<file path="src/rtl/rv32i_pkg.sv">
// Shared constants and writeback request bundle for the RV32I register-file writeback path.
package rv32i_pkg;

    localparam int XLEN   = 32;
    localparam int REG_AW = 5;
    localparam int NREG   = 32;

    localparam logic [REG_AW-1:0] REG_ZERO = '0;

    typedef struct packed {
        logic              valid;
        logic [REG_AW-1:0] rd;
        logic [XLEN-1:0]   data;
    } wb_req_t;

endpackage

</file>
<file path="src/rtl/rr_arb2.sv">
// Two-way writeback arbiter: round-robin pointer by default, or fixed priority
// to requester 1 when WB_ARB_FIXED_PRIO_EN is defined.
module rr_arb2 (
    input  logic       clk,
    input  logic       reset,
    input  logic [1:0] req,
    output logic [1:0] gnt
);

`ifdef WB_ARB_FIXED_PRIO_EN
    // The load/CSR unit always wins a conflict.
    always_comb begin
        gnt[1] = req[1];
        gnt[0] = req[0] && !req[1];
    end
`else
    logic ptr;  // 0: requester 0 wins a conflict, 1: requester 1 wins

    // NOTE: assign defaults first so every path drives gnt and no latch is inferred.
    always_comb begin
        gnt = 2'b00;
        if (req[0] && (!req[1] || !ptr))
            gnt[0] = 1'b1;
        else if (req[1])
            gnt[1] = 1'b1;
    end

    // NOTE: sequential state uses non-blocking assignments so all flops see pre-edge values.
    always_ff @(posedge clk or negedge reset) begin
        if (!reset)
            ptr <= 1'b0;
        else if (gnt[0])
            ptr <= 1'b1;
        else if (gnt[1])
            ptr <= 1'b0;
    end
`endif

endmodule

</file>
<file path="src/rtl/regfile_wb_arbiter.sv">
// Register-file write-port arbiter with registered write outputs and a busy scoreboard.
// Conflict policy is selected by WB_ARB_FIXED_PRIO_EN (see rr_arb2).
module regfile_wb_arbiter
    import rv32i_pkg::*;
(
    input  logic              clk,
    input  logic              reset,
    input  logic              req0_valid,
    input  logic [REG_AW-1:0] req0_rd,
    input  logic [XLEN-1:0]   req0_data,
    output logic              req0_ready,
    input  logic              req1_valid,
    input  logic [REG_AW-1:0] req1_rd,
    input  logic [XLEN-1:0]   req1_data,
    output logic              req1_ready,
    input  logic              rsv_valid,
    input  logic [REG_AW-1:0] rsv_rd,
    output logic [NREG-1:0]   busy,
    output logic [REG_AW-1:0] rd,
    output logic [XLEN-1:0]   wrs3,
    output logic              we
);

    wb_req_t          req0, req1, sel;
    logic [1:0]       gnt;
    logic             xfer;
    logic [NREG-1:1]  busy_q, busy_next;

    assign req0 = '{valid: req0_valid, rd: req0_rd, data: req0_data};
    assign req1 = '{valid: req1_valid, rd: req1_rd, data: req1_data};

    rr_arb2 u_arb (
        .clk   (clk),
        .reset (reset),
        .req   ({req1.valid, req0.valid}),
        .gnt   (gnt)
    );

    assign req0_ready = gnt[0];
    assign req1_ready = gnt[1];
    assign xfer       = |gnt;
    assign sel        = gnt[1] ? req1 : req0;

    // x0 writes are accepted but never reach the regfile.
    always_ff @(posedge clk or negedge reset) begin
        if (!reset) begin
            we   <= 1'b0;
            rd   <= '0;
            wrs3 <= '0;
        end else begin
            we <= xfer && (sel.rd != REG_ZERO);
            if (xfer) begin
                rd   <= sel.rd;
                wrs3 <= sel.data;
            end
        end
    end

    // A reservation and a retiring write to the same register leave it busy.
    always_comb begin
        busy_next = busy_q;
        for (int i = 1; i < NREG; i++) begin
            busy_next[i] = (rsv_valid && rsv_rd == REG_AW'(i))
                        || (busy_q[i] && !(we && rd == REG_AW'(i)));
        end
    end

    always_ff @(posedge clk or negedge reset) begin
        if (!reset)
            busy_q <= '0;
        else
            busy_q <= busy_next;
    end

    assign busy = {busy_q, 1'b0};

endmodule

</file>
<file path="config.mk">
export PLATFORM = sky130hd
export DESIGN_NAME = regfile_wb_arbiter
export DESIGN_NICKNAME = d
export VERILOG_FILES = /design/src/rtl/rv32i_pkg.sv /design/src/rtl/rr_arb2.sv /design/src/rtl/regfile_wb_arbiter.sv
export SDC_FILE = /design/constraint.sdc
export NUM_CORES = 1
export LEC_CHECK = 0
export BUFFER_PORTS_ARGS = -buffer_cell sky130_fd_sc_hd__buf_4
export CORE_ASPECT_RATIO = 1.2
export CORE_MARGIN = 10
export CORE_UTILIZATION = 35
export DETAILED_ROUTE_END_ITERATION = 8
export PLACE_DENSITY = 0.64
export SLEW_MARGIN = 20
export SYNTH_ARGS = -nofsm -noshare
export SYNTH_HDL_FRONTEND = slang
export SYNTH_SLANG_ARGS = --single-unit
</file>
<file path="constraint.sdc">
create_clock -name clk -period 1.4 [get_ports clk]
set_input_delay 0.28 -clock clk [delete_from_list [all_inputs] [get_ports clk]]
set_output_delay 0.28 -clock clk [all_outputs]
set_load 0.01 [all_outputs]
</file>
**After elaboration in Yosys (flattened, before gate mapping)**

Index checks and enable logic that the tools add are counted.
W data, S select, Z words.

- Input bits: 84
- Word-level logic and storage cells: 236
- Register bits: 70

- Equal/unequal tests: 62
- Muxes and demuxes: 6
- Reductions and logical operators: 163

Operator list:

| kind | number |
|---|---|
| $eq A5 B5 Y1 const B | 32 |
| $logic_and A1 B1 Y1 | 95 |
| $eq A5 B4 Y1 const B | 16 |
| $eq A5 B3 Y1 const B | 8 |
| $mux W37 | 1 |
| $logic_not A1 Y1 | 33 |
| $logic_or A1 B1 Y1 | 32 |
| $eq A5 B2 Y1 const B | 4 |
| $eq A5 B1 Y1 const B | 2 |
| $mux W1 | 5 |
| $reduce_bool A5 Y1 | 1 |
| $reduce_bool A2 Y1 | 1 |
| $reduce_or A2 Y1 | 1 |

**Longest topological paths before layout**

- Word-level depth: 7
- Mapped depth: 6
- Gate-level depth less buffers: 3

**Cells and area by module**

A second synthesis with hierarchy kept.

- Cell total of the unflattened synthesis: 298
- Area, all modules: 3099.2 um2

Modules (own cells, without submodules):

| module | cells each | area each (um2) | times used |
|---|---|---|---|
| regfile_wb_arbiter | 292 | 3045.4 | 1 |
| rr_arb2 | 6 | 53.8 | 1 |

**Worst setup path before layout**

Ideal clock, no wire load.

- Path type: register to register
- Start point: reg rd[0]
- End point: reg busy_q[12] (netlist name)
- Data arrival time: 1.196 ns
- Path slack: 0.081 ns
- Cell stages (with the launch flop): 4
- Setup time: 0.123 ns
- Period minus slack after synthesis: 1.319 ns
- Cell sequence: dfrtp_1 > or4b_4 > o21ai_1 > o21ai_1

- Word-level cells in the longest chain between the ends: 5

Ends and longest elaborated chain:

| what | line | source |
|---|---|---|
| start: declaration | regfile_wb_arbiter.sv:19 | `output logic [REG_AW-1:0] rd,` |
| start signal: assignment | regfile_wb_arbiter.sv:53 | `rd <= sel.rd;` |
| $eq A5 B4 Y1 | regfile_wb_arbiter.sv:64 | `\|\| (busy_q[i] && !(we && rd == REG_AW'(i)));` |
| $logic_and A1 B1 Y1 | regfile_wb_arbiter.sv:64 |  |
| $logic_not A1 Y1 | regfile_wb_arbiter.sv:64 |  |
| $logic_and A1 B1 Y1 | regfile_wb_arbiter.sv:64 |  |
| $logic_or A1 B1 Y1 | regfile_wb_arbiter.sv:64 |  |
| named net busy_next, one bit | regfile_wb_arbiter.sv:27 | `logic [NREG-1:1] busy_q, busy_next;` |
| end signal: assignment | regfile_wb_arbiter.sv:72 | `busy_q <= busy_next;` |
| end: declaration | regfile_wb_arbiter.sv:27 |  |

The timed path passes the listed nets, and every way through them passes these cells.
A chain may end at the register's enable or synchronous reset.

**Worst setup path in the final report**

- Start point: reg u_arb.ptr
- End point: out req1_ready

- Word-level cells in the longest chain between the ends: 4

Ends and longest elaborated chain:

| what | line | source |
|---|---|---|
| start: declaration | rr_arb2.sv:17 | `logic ptr;` |
| start signal: assignment | rr_arb2.sv:31 | `ptr <= 1'b0;` |
| start signal: assignment | rr_arb2.sv:33 | `ptr <= 1'b1;` |
| start signal: assignment | rr_arb2.sv:35 | `ptr <= 1'b0;` |
| $logic_not A1 Y1 | rr_arb2.sv:22 | `if (req[0] && (!req[1] \|\| !ptr))` |
| $logic_or A1 B1 Y1 | rr_arb2.sv:22 |  |
| $logic_and A1 B1 Y1 | rr_arb2.sv:22 |  |
| $mux W1 | rr_arb2.sv:22 |  |
| end: declaration | regfile_wb_arbiter.sv:15 | `output logic req1_ready,` |

No other way between the ends.

==> flow_metrics.env <==
export IMPL_status="complete, but fails checks"
export IMPL_violations="setup timing"
export IMPL_gp_congestion=0.8352
export IMPL_dpl_hpwl_um=8037
export IMPL_drt_initial_drc_count=128
export IMPL_place_area_um2=4512
export IMPL_cp_arrival_ns=1.14
export IMPL_ir_drop_mv=0.4363
export IMPL_final_cell_area_um2=4726
export IMPL_core_um2=8703
export IMPL_fill_cells=830
export IMPL_postRouteAntennaNets=0
export IMPL_cp_required_ns=1.12
export IMPL_synth_warnings=0
export IMPL_power_density_nw_per_um2=1423
export IMPL_post_place_ws_ns=0.1389
export IMPL_busiest_layer="met2"
export IMPL_vias=2938
export IMPL_initial_utilization=0.3629
export IMPL_path_cells="nand2b_4 -> nand2_2 -> inv_2 -> buf_6"
export IMPL_critPathMaxStageDelay_ns=0.42
export IMPL_portBuffers=154
export IMPL_drive_gt1_frac=0.4076
export IMPL_cp_start_kind="flip-flop"
export IMPL_numCtsBuffers=9
export IMPL_grt_setup_unrepaired="yes"
export IMPL_max_cap_violations=0
export IMPL_worst_r2r_path_depth=4
export IMPL_h_tree_depth=3
export IMPL_chipWidth_um=106.7
export IMPL_clk_latency_ns=0.34
export IMPL_grt_pass1_wl_um=15980
export IMPL_via_per_inst=4.997
export IMPL_ys_types=26
export IMPL_io_pins=156
export IMPL_fin_ws_ns=-0.01993
export IMPL_final_cell_mix="buf_4 (165), dfrtp_1 (70), o21ai_0 (62)"
export IMPL_cts_tree="done"
export IMPL_slew_violations=0
export IMPL_grt_max_degree=71
export IMPL_cp_startpoint="u_arb.ptr"
export IMPL_setup_viol=1
export IMPL_path_class="reg2out"
export IMPL_hold_class="in2reg"
export IMPL_crit_path_end="req1_ready"
export IMPL_crit_fanout=3
export IMPL_r2r_start="rd[1]"
export IMPL_clkTransAtPathRegs_ns=0.07
export IMPL_avgSynthCellArea_um2=10.53
export IMPL_clockBufferDepth=2
export IMPL_area_growth_syn_to_layout_pct=49.64
export IMPL_fin_skew_ns=0.005334
export IMPL_worst_r2r_endpoint="busy_q[21]"
export IMPL_grt_usage=0.1523
export IMPL_drc=0
export IMPL_clock_root_buffer="clkbuf_8"
export IMPL_met1_usage=0.1711
export IMPL_final_common_cell="buf_4"
export IMPL_die_area_um2=13240
export IMPL_wl_um=10220
export IMPL_synth_cell_area_um2=3158
export IMPL_die_height_um=124.1
export IMPL_fin_hold_ws_ns=0.1415
export IMPL_postSynthNetCount=384
export IMPL_worst_path_stages=4
export IMPL_dr_pass1_iters=4
export IMPL_antenna_cells=0
export IMPL_fmax_mhz=704.3
export IMPL_ff2ff_setup_slack_ns=0.14
export IMPL_rows=37
export IMPL_nNetsFinal=551
export IMPL_grtUsageMet3=0.08424
export IMPL_synth_seq_cells=70
export IMPL_leakagePower_nw=2.222
export IMPL_grt_pass1_vias=3163
export IMPL_syn_inst=300
export IMPL_yosysSeqAreaShare=0.5547
export IMPL_grt_overflow=0
export IMPL_crit_family="flip-flops"
export IMPL_crit_buf_inv=2
export IMPL_clock_sinks=70
export IMPL_hold_viol_final=0
export IMPL_post_route_period_util=1.014
export IMPL_wire_per_inst_um=17.38
export IMPL_met2_usage=0.2300
export IMPL_antenna_found_initial=0
export IMPL_crit_slowest_cell="dfrtp_1"
export IMPL_crit_path_end_kind="primary output"
export IMPL_finalCriticalPeriod_ns=1.420
==> cells in the mapped netlist <==
cell / n / area (um2)
a211o_1: 5 / 43.79
a21boi_1: 1 / 7.510
buf_1: 1 / 3.750
buf_2: 4 / 20.02
buf_4: 8 / 60.06
clkbuf_1: 1 / 3.750
conb_1: 1 / 3.750
dfrtp_1: 70 / 1752
inv_1: 2 / 7.510
mux2i_1: 32 / 320.3
nand2_1: 37 / 138.9
nand2b_1: 7 / 43.79
nand3_1: 2 / 10.01
nand3b_1: 2 / 15.01
nand4_1: 2 / 12.51
nand4b_1: 5 / 43.79
nand4bb_1: 3 / 33.78
nor2_1: 3 / 11.26
nor2b_1: 6 / 37.54
o21ai_0: 63 / 315.3
o21ai_1: 34 / 170.2
o221a_2: 5 / 56.30
or2_1: 2 / 12.51
or2_2: 1 / 6.260
or4_1: 2 / 15.01
or4b_4: 1 / 13.76
==> power by group <==
group          internal (W)  switching (W)
Sequential          0.00260       0.000342
Combinational       0.00125        0.00111
Clock              0.000730       0.000695
==> per-stage QoR <==
step           power [W]  utilization  setup TNS (ns)  cells
6_report        0.006723       0.5430        -0.01993    588
4_1_cts         0.006834       0.5413        -0.04212    586
3_3_place_gp    0.005295       0.5184               0    569
3_5_place_dp    0.005366       0.5184               0    569
2_1_floorplan   0.003859            -               0    300
5_1_grt         0.007208       0.5430        -0.06468    588
==> how the worst min path moves through the flow <==
stage,depth (start not counted),endpoint,start,slack (ns)
floorplan,0,busy_q[10],reset,-0.02
global placement,2,busy_q[7],reset,0.32
detailed placement,2,busy_q[7],reset,0.32
CTS,3,wrs3[28],req0_data[28],0.12
global route,3,wrs3[19],req0_data[19],0.13
finish,3,wrs3[5],req0_data[5],0.14
==> what timing repair did <==
| item | CTS | global route |
|---|---|---|
| setup buffers | 1 | 2 |
| setup endpoints to repair | 2 | 3 |
| hold buffers | 1 | 0 |
| gates resized for setup | 4 | 1 |
| pin swaps | 1 | 0 |
| endpoints found under the hold margin | 70 | 0 |
==> sequential cells by signal, summed over array words and instances, names as in the netlist <==
register,count
wrs3,32
rd,5
u_arb.ptr,1
we,1
busy_q,31
==> logic make-up after synthesis <==
group           Yosys count  share of synthesized area
compound gates          108                     0.1878
simple gates             73                     0.1248
flops                    70                     0.5547
mux                      32                     0.1014
buf+inv                  16                    0.03011
other cells               1                   0.001187
==> area by class of cell <==
type	instances	area, um2	share of cell area
Inverter	2	7.507	0.001589
Clock inverter	1	5.005	0.001059
Clock buffer	14	162.7	0.03442
Multi-Input combinational cell	214	1333	0.2820
Timing Repair Buffer	170	1320	0.2793
Sequential cell	70	1752	0.3707
Tap cell	117	146.4	0.03098
==> per-layer routing <==
layer | vias to the layer above | part of all wire
met5 | - | 0
met4 | 0 | 0.018
met1 | 1375 | 0.41
met2 | 135 | 0.44
met3 | 12 | 0.13
li1 | 1416 | -
==> tightest hold or removal path, stage by stage <==
cell     delay [ns]
buf_4          0.07
nand2_1        0.03
o21ai_0        0.06
Power figures use the tool's default switching activity.
